--- src/rtl/led_scanner.sv ---
// led_scanner: one-hot LED scanner with programmable step period, bounce/wrap/hold modes and preload
module led_scanner #(
    parameter int N_LEDS = 26,
    parameter int DIV_W  = 24,
    parameter int POS_W  = $clog2(N_LEDS)
) (
    input  logic              clk,
    input  logic              rst,
    input  logic              en,
    input  logic [1:0]        mode,
    input  logic [DIV_W-1:0]  period,
    input  logic              load,
    input  logic [POS_W-1:0]  load_pos,
    output logic [N_LEDS-1:0] leds,
    output logic              dir,
    output logic              tick,
    output logic              endpoint
);
    localparam logic [1:0] BOUNCE     = 2'b00;
    localparam logic [1:0] WRAP_LEFT  = 2'b01;
    localparam logic [1:0] WRAP_RIGHT = 2'b10;
    localparam logic [1:0] HOLD       = 2'b11;
    localparam logic [POS_W-1:0] LAST = POS_W'(N_LEDS - 1);

    logic [DIV_W-1:0] cnt;
    logic [POS_W-1:0] pos, nxt_pos, load_clamped;
    logic             nxt_dir, nxt_edge, active, step, go_left, at_top, at_bot, bounce;

    assign active       = en && mode != HOLD;
    assign step         = cnt >= period;
    assign bounce       = mode == BOUNCE;
    assign at_top       = pos == LAST;
    assign at_bot       = pos == '0;
    assign load_clamped = load_pos > LAST ? LAST : load_pos;
    assign leds         = N_LEDS'(1) << pos;

    // Next position/direction for a step, resolving turnaround and wrap at the chain ends
    always_comb begin
        go_left  = mode == WRAP_LEFT || (bounce && !dir);
        nxt_edge = go_left ? at_top : at_bot;
        nxt_pos  = go_left ? (at_top ? (bounce ? LAST - 1'b1 : '0) : pos + 1'b1)
                           : (at_bot ? (bounce ? POS_W'(1) : LAST) : pos - 1'b1);
        nxt_dir  = go_left ? (bounce && at_top) : !(bounce && at_bot);
    end

    // Prescaler, position and status pulses; load overrides any step on the same edge
    always_ff @(posedge clk or posedge rst) begin
        if (rst) begin
            cnt      <= '0;
            pos      <= '0;
            dir      <= 1'b0;
            tick     <= 1'b0;
            endpoint <= 1'b0;
        end else if (load) begin
            pos      <= load_clamped;
            cnt      <= '0;
            tick     <= 1'b0;
            endpoint <= 1'b0;
        end else if (active) begin
            cnt      <= step ? '0 : cnt + 1'b1;
            tick     <= step;
            endpoint <= step && nxt_edge;
            if (step) begin
                pos <= nxt_pos;
                dir <= nxt_dir;
            end
        end else begin
            tick     <= 1'b0;
            endpoint <= 1'b0;
        end
    end
endmodule

--- config.mk ---
export PLATFORM = sky130hd
export DESIGN_NAME = led_scanner
export DESIGN_NICKNAME = d
export VERILOG_FILES = /design/src/rtl/led_scanner.sv
export SDC_FILE = /design/constraint.sdc
export NUM_CORES = 1
export LEC_CHECK = 0
export BUFFER_PORTS_ARGS = -buffer_cell sky130_fd_sc_hd__buf_2
export CAP_MARGIN = 20
export CORE_MARGIN = 2
export CORE_UTILIZATION = 35
export CTS_CLUSTER_DIAMETER = 150
export DETAILED_ROUTE_END_ITERATION = 12
export GPL_TIMING_DRIVEN = 0
export PLACE_DENSITY_LB_ADDON = 0.1
export SLEW_MARGIN = 20
export SYNTH_ARGS = -nofsm -noshare
export SYNTH_HDL_FRONTEND = slang
export SYNTH_SLANG_ARGS = --single-unit
--- constraint.sdc ---
create_clock -name clk -period 2.3 [get_ports clk]
set_clock_uncertainty 0.15 [all_clocks]
set_input_delay 0.345 -clock clk [delete_from_list [all_inputs] [get_ports clk]]
set_output_delay 0.345 -clock clk [all_outputs]
set_load 0.01 [all_outputs]
==> results of run 1 <==
cell usage in the layout (no fill, tap or decap), types with 13 or more instances in the layout:
cell,Yosys,final
dfrtp_1,32,19
a31oi_1,14,13
nand3_1,28,23
clkbuf_1,15,13
nor2_1,41,37
inv_1,37,34
dfrtp_2,0,13
buf_2,3,63
buf_4,0,25
ha_1,32,19
nand2_1,39,36
layout make-up:
type	count	area (sq um)	area share
plain buffers	18	131	0.0313
clock buffers	7	86.3	0.0206
clock inverters	1	7.51	0.00179
inverters	37	139	0.0331
multi-input cells	288	2300	0.549
flip-flops and latches	32	817	0.195
well taps	105	131	0.0313
repair buffers	93	579	0.138
repair_timing:
| item | CTS | global route |
|---|---|---|
| setup buffers | 22 | 6 |
| cloned | 2 | 0 |
| pin swaps | 27 | 17 |
| resized for setup | 60 | 34 |
| endpoints found under the hold margin | 0 | 0 |
| endpoints found under the setup margin | 33 | 45 |
worst max-delay path, stage by stage, from the launching register on:
cell and delay (ns):
dfrtp_2 0.44, ha_4 0.28, nand4_1 0.17, nor4_2 0.30
nand4b_1 0.18, o211ai_4 0.22, buf_6 0.14, nor2_4 0.04
buf_6 0.16, or3_4 0.35, o21ai_2 0.11
state kept, by name, indices dropped and copies added (netlist names):
name,flops
cnt,24
pos,5
tick,1
dir,1
endpoint,1
per-layer routing:
metal  track usage  vias up  wire length [microns]
li1              -     1554                      -
met1         0.294     1526                   4430
met2         0.367       94                   4540
met3        0.0271       10                    419
met4        0.0423        0                     96
met5             0        -                      0
power groups by stage:
stage,combinational [uW],sequential (uW),clock [uW]
after floorplan,205,597,0
after global placement,310,601,0
after detailed placement,313,601,0
after CTS,356,589,478
after global routing,427,591,504
final,381,590,473
stage by stage:
step	TNS, ns	total power, uW	cells	utilization
4_1_cts	-10.40	1420	575	0.487
5_1_grt	-12.93	1520	581	0.515
3_3_place_gp	-19.34	911	544	0.420
6_report	-9.19	1440	581	0.515
2_1_floorplan	-0.885	802	376	-
3_5_place_dp	-18.10	914	544	0.420
cell families after synthesis:
| logic type | synth area share |
|---|---|
| buffers and inverters | 0.0764 |
| DFF | 0.276 |
| xor gates and xnor gates | 0.00907 |
| and+or+nand+nor | 0.313 |
| adders and majority gates | 0.138 |
| AOI/OAI and AO/OA | 0.187 |
path summary, 6_finish.rpt:
check / end / slack, ns / cells past startpoint
worst max-delay path: dir / -0.34 / 10
worst min-delay path: cnt[0] / 0.02 / 2
worst max register to register: dir / -0.34 / 10
worst min register to register: dir / 0.42 / 2
max in group asynchronous: cnt[7] / 1.48 / 2
min in group clk: pos[3] / 0.14 / 3
==> metrics.md, run 1 <==
| Metric | Value |
|---|---|
| Pins over their slew limit | 0 |
| CP max FO | 5 |
| Combinational power share | 0.264 |
| Worst Tran Pin Value | around 0.88 ns |
| Power Dens Cells | between 300 and 400 nW/um^2 |
| Achievable frequency | about 380 MHz |
| Critical R2R Launch | cnt[19] |
| Slew headroom | 0.411 |
| First-pass GRT wire length | approximately 15 mm |
| Clk pwr share | 0.328 |
| CTS root buffer | clkbuf_8 |
| Sequential area share after synthesis | 0.276 |
| Core area | ~8100 sq um |
| CTS tree | yes |
| Fin nets | around 540 |
| Dpl cell area | 3410 sq um |
| Hold Vio Cnt, Final | 0 |
| H-tree depth | 2 |
| DRC errors left | 0 |
| Switching power | 473 uW |
| Cell leakage power | 0.00186 uW |
| Ports | between 60 and 70 |
| Hold Buf Count CTS | 0 |
| Yosys top cell by area | dfrtp_1 |
| P_int | slightly below 1000 uW |
| Hold Path Class | in2async |
| Synth top cells by count | nor2_1 (41), nand2_1 (39), inv_1 (37), dfrtp_1 (32), ha_1 (32) |
| Clock latency at the later pin of the worst-skew pair | ~0.29 ns |
| Net Sw Frac | 0.328 |
| Synthesis-to-finish area growth | 44.6% |
| CP Capture Type | flop |
| Status | finished with violations |
| Unrepaired setup endpoints after global routing | yes |
| Vias/cell | 5.48 |
| Die area | about 9000 sq um |
| CTS Buffer Depth | 2 |
| Row count | 33 |
| Hpwl dp | between 6 and 7 mm |
| Max Cap Violations | 0 |
| Initial antenna violation count | 0 |
| Post-route cell area | ~4200 sq um |
| Post-Syn Area | a little under 3000 sq um |
| Crit path required time | 2.37 ns |
| Maximum number of pins on one net before global-route repair | 33 |
| CP Launch Point | cnt[19] |
| Library cells used by synthesis | 53 |
| Final ANT Viol Nets | 0 |
| Top post-synthesis cells by area | dfrtp_1 (28%), ha_1 (14%), nor2_1 (5.3%) |
| DR vias | 3,184 |
| Ant. Diodes | 0 |
| Flop pwr share | 0.409 |
| Yosys Warn Count | 0 |
| Ys async rst share | 1.00 |
| 1st-iter DRT viols | 180 |
| Number of enable flip-flop cells after synthesis | 0 |
| Synth top area share | 0.276 |
| Port buffer count | between 60 and 70 |
| Die height | around 95 microns |
| Clock-pin slew on the worst setup and hold paths | 0.07 ns |
| Final setup margin | -0.342 ns |
| Avg Inst Size Synth | slightly below 8 sq um |
| Filler instances | approximately 800 |
| WL/cell | roughly 16 microns |
| Remaining global-route overflow | 0 |
| Total Routing Usage GR | 0.215 |
| Syn Nets | roughly 440 |
| Clk sinks | 32 |
| GP Congestion | 0.811 |
| DP Worst Slack | -0.650 ns |
| Vias in the first global route | ~3,000 |
| Share of post-route cells with drive strength above 1 | 0.387 |
| Setup violations, final | 32 |
| Mapped Cells | about 380 |
| Die width | 95.0 microns |
| Count leader, synth | nor2_1 |
| Period minus WS final | 2.64 ns |
| #FFs+latches synth | 32 |
| Final Hold Slack | between 0.015 and 0.02 ns |
| Num CTS Buffers | 5 |
| Failing checks | negative setup slack |
| Starting Density | 0.356 |
| Crit path arrival time | approximately 2.7 ns |
| Worst Setup Path Type | reg2reg |
| DR pass1 iterations | 4 |
| Final WL | 9.49 mm |
| Post-route clock period utilization | 1.15 |
| Worst VDD drop | between 150 and 200 uV |
| Worst setup SP type | flop |
| Main synth FF type | dfrtp_1 |
Note: power is estimated with default switching activity, not from simulation.
==> run 2: changes to the inputs <==
Settings changed: SETUP_SLACK_MARGIN from default to 0.2.
==> run 2 against run 1 <==
  * The run still ends with negative setup slack left
  * Cell area rose by 6.4%
  * Power rose by 13%
  * Utilization rose by 3.3 points
  * Worst setup slack got worse by 0.097 ns
  * Die area did not move
  * Combinational power rose by 11%
  * Critical path depth did not move
  * First-iteration DRC count rose by 0.56%
  * Count of clock-buffer cells in the layout did not move
  * Fmax fell by 3.5%
  * Critical path type unchanged
  * Critical endpoint is now cnt[18]
  * Largest cell class unchanged
  * Highest routed layer unchanged
==> metrics.md, run 2 (same netlist as run 1, synthesis figures left out) <==
| Metric | Value |
|---|---|
| Status | finished with violations |
| Failing checks | negative setup slack |
| Final WL | 10.1 mm |
| Fin cells | around 600 |
| Hold Buf Count CTS | 0 |
| H-tree depth | 2 |
| Share of post-route cells with drive strength above 1 | 0.428 |
| Row count | 33 |
| Period minus WS final | between 2 and 3 ns |
| CTS tree | yes |
| WL met3 | 475 microns |
| Fin nets | 552 |
| Slowest CP cell | dfrtp_2 |
| Initial antenna violation count | 0 |
| Cell leakage power | between 0.0015 and 0.002 uW |
| Pins over their slew limit | 0 |
| Post-layout util | 0.548 |
| Hold Path Class | in2async |
| Hpwl dp | 6.60 mm |
| Metal2 WL | 4.99 mm |
| CTS root buffer | clkbuf_8 |
| Vias/cell | approximately 5.5 |
| Max reg flops | 24 |
| DR top layer | met4 |
| Achievable frequency | about 370 MHz |
| WL/cell | 17.1 microns |
| Synthesis-to-finish area growth | 53.9% |
| Die height | ~95 microns |
| CP max FO | 5 |
| Reg with most FFs | cnt |
| Setup violations, final | 32 |
| Commonest cells after routing, fill and taps aside | buf_2 (62), nand2_1 (35), buf_4 (34) |
| CP Cell Sequence | ha_4 -> nand4_1 -> buf_4 -> nor2_4 -> o31ai_4 -> o211ai_4 -> or2_4 -> buf_8 -> or4_4 -> a31oi_4 |
| Post-route clock period utilization | 1.19 |
| Unrepaired setup endpoints after global routing | yes |
| DP Worst Slack | -0.644 ns |
| CTS Buffer Depth | 2 |
| Port buffer count | 63 |
| Power Dens Cells | 366 nW/um^2 |
| Multi-input gate area | roughly 2400 sq um |
| FF-to-FF setup slack | -0.44 ns |
| Starting Density | 0.356 |
| Regs by FF count | cnt (24), pos (5) |
| Core area | a little over 8000 sq um |
| Final ANT Viol Nets | 0 |
| DRC errors left | 0 |
| DR pass1 iterations | 4 |
| Remaining global-route overflow | 0 |
| Total Routing Usage GR | 0.225 |
| Commonest non-fill, non-tap cell in the layout | buf_2 |
| Worst VDD drop | roughly 210 uV |
| Maximum number of pins on one net before global-route repair | 33 |
| Num CTS Buffers | 5 |
| Slew headroom | 0.386 |
| Clock latency at the later pin of the worst-skew pair | roughly 0.30 ns |
| Die width | around 95 microns |
| Register Area | around 810 sq um |
| Max Cap Violations | 0 |
| Worst Tran Pin Value | roughly 0.92 ns |
| Ports | 64 |
| Hold Vio Cnt, Final | 0 |
| Worst setup SP type | flop |
| Clock-pin slew on the worst setup and hold paths | approximately 0.080 ns |
| 1st-iter DRT viols | around 180 |
| CP peak stage delay | between 0.4 and 0.5 ns |
| Setup TNS | -10.27 ns |
| GP Congestion | 0.840 |
| Filler instances | 768 |
| Clk sinks | 32 |
| Die area | roughly 9000 sq um |
| DRT met1 WL | about 4.5 mm |
| DR vias | between 3,000 and 4,000 |
| Crit path required time | approximately 2.4 ns |
| Vias in the first global route | just over 3,000 |
| Dpl cells | 544 |
| Ant. Diodes | 0 |
| Final setup margin | -0.439 ns |
| Crit path arrival time | 2.80 ns |
| Worst Setup Path Type | reg2reg |
| First-pass GRT wire length | roughly 16 mm |
| CP Capture Type | flop |
-- run 2: cell types whose count changed in the layout (fill, tap and decap cells not counted), moves of 4 or more --
cell	previous run	this run
buf_4	25	34
nor2_1	37	33
dfrtp_1	19	23
a21oi_2	9	5
clkbuf_1	13	9
nor2_4	1	5
dfrtp_2	13	9
-- run 2: metrics by stage --
step	power, uW	hold WS (ns)	area (sq um)
after floorplan	813	0.310	3050
after global placement	923	0.404	3490
after detailed placement	929	0.353	3490
after CTS	1610	0.0322	4140
after global routing	1700	0.0728	4460
final	1630	0.0122	4460
-- run 2: metal layers --
layer | GRT usage | vias to the layer above
met5 | 0 | -
met4 | 0.0664 | 0
met3 | 0.0247 | 13
met2 | 0.385 | 102
met1 | 0.298 | 1589
li1 | - | 1573
-- run 2: power breakdown --
group / switching (uW) / leakage [uW] / total, uW / internal [uW]
combinational: 249 / 0.00149 / 422 / 173
sequential: 11.6 / 0.000423 / 587 / 576
clock: 242 / 0.0000645 / 625 / 383
total: 503 / 0.00198 / 1630 / 1130
-- run 2: critical path: cells and delay by family (launching register included) --
family / cells / cell delay [ns]
simple gates: 4 / 0.93
fa+ha+maj: 1 / 0.22
buf+inv: 2 / 0.30
compound gates: 3 / 0.60
flops: 1 / 0.45
-- run 2: path summary, 6_finish.rpt --
kind	start	end	cells past startpoint
setup / recovery	cnt[12]	cnt[18]	10
hold / removal	rst	dir	2
setup reg to reg	cnt[12]	cnt[18]	10
hold reg to reg	dir	dir	2
max in group asynchronous	rst	cnt[3]	2
min in group clk	load_pos[3]	pos[3]	3
-- run 2: layout make-up --
type | instances | share of cell area
buffer | 19 | 0.0379
clock buffer | 7 | 0.0216
clock inverter | 1 | 0.00673
inverter | 37 | 0.0317
multi-input combinational | 288 | 0.537
sequential | 32 | 0.182
tap | 105 | 0.0295
timing repair buffer | 102 | 0.153
-- run 2: what timing repair did --
item | CTS | global route
setup endpoints to repair | 49 | 49
gates resized for setup | 58 | 48
gates cloned | 3 | 2
setup buffers | 28 | 6
pin swaps | 15 | 23
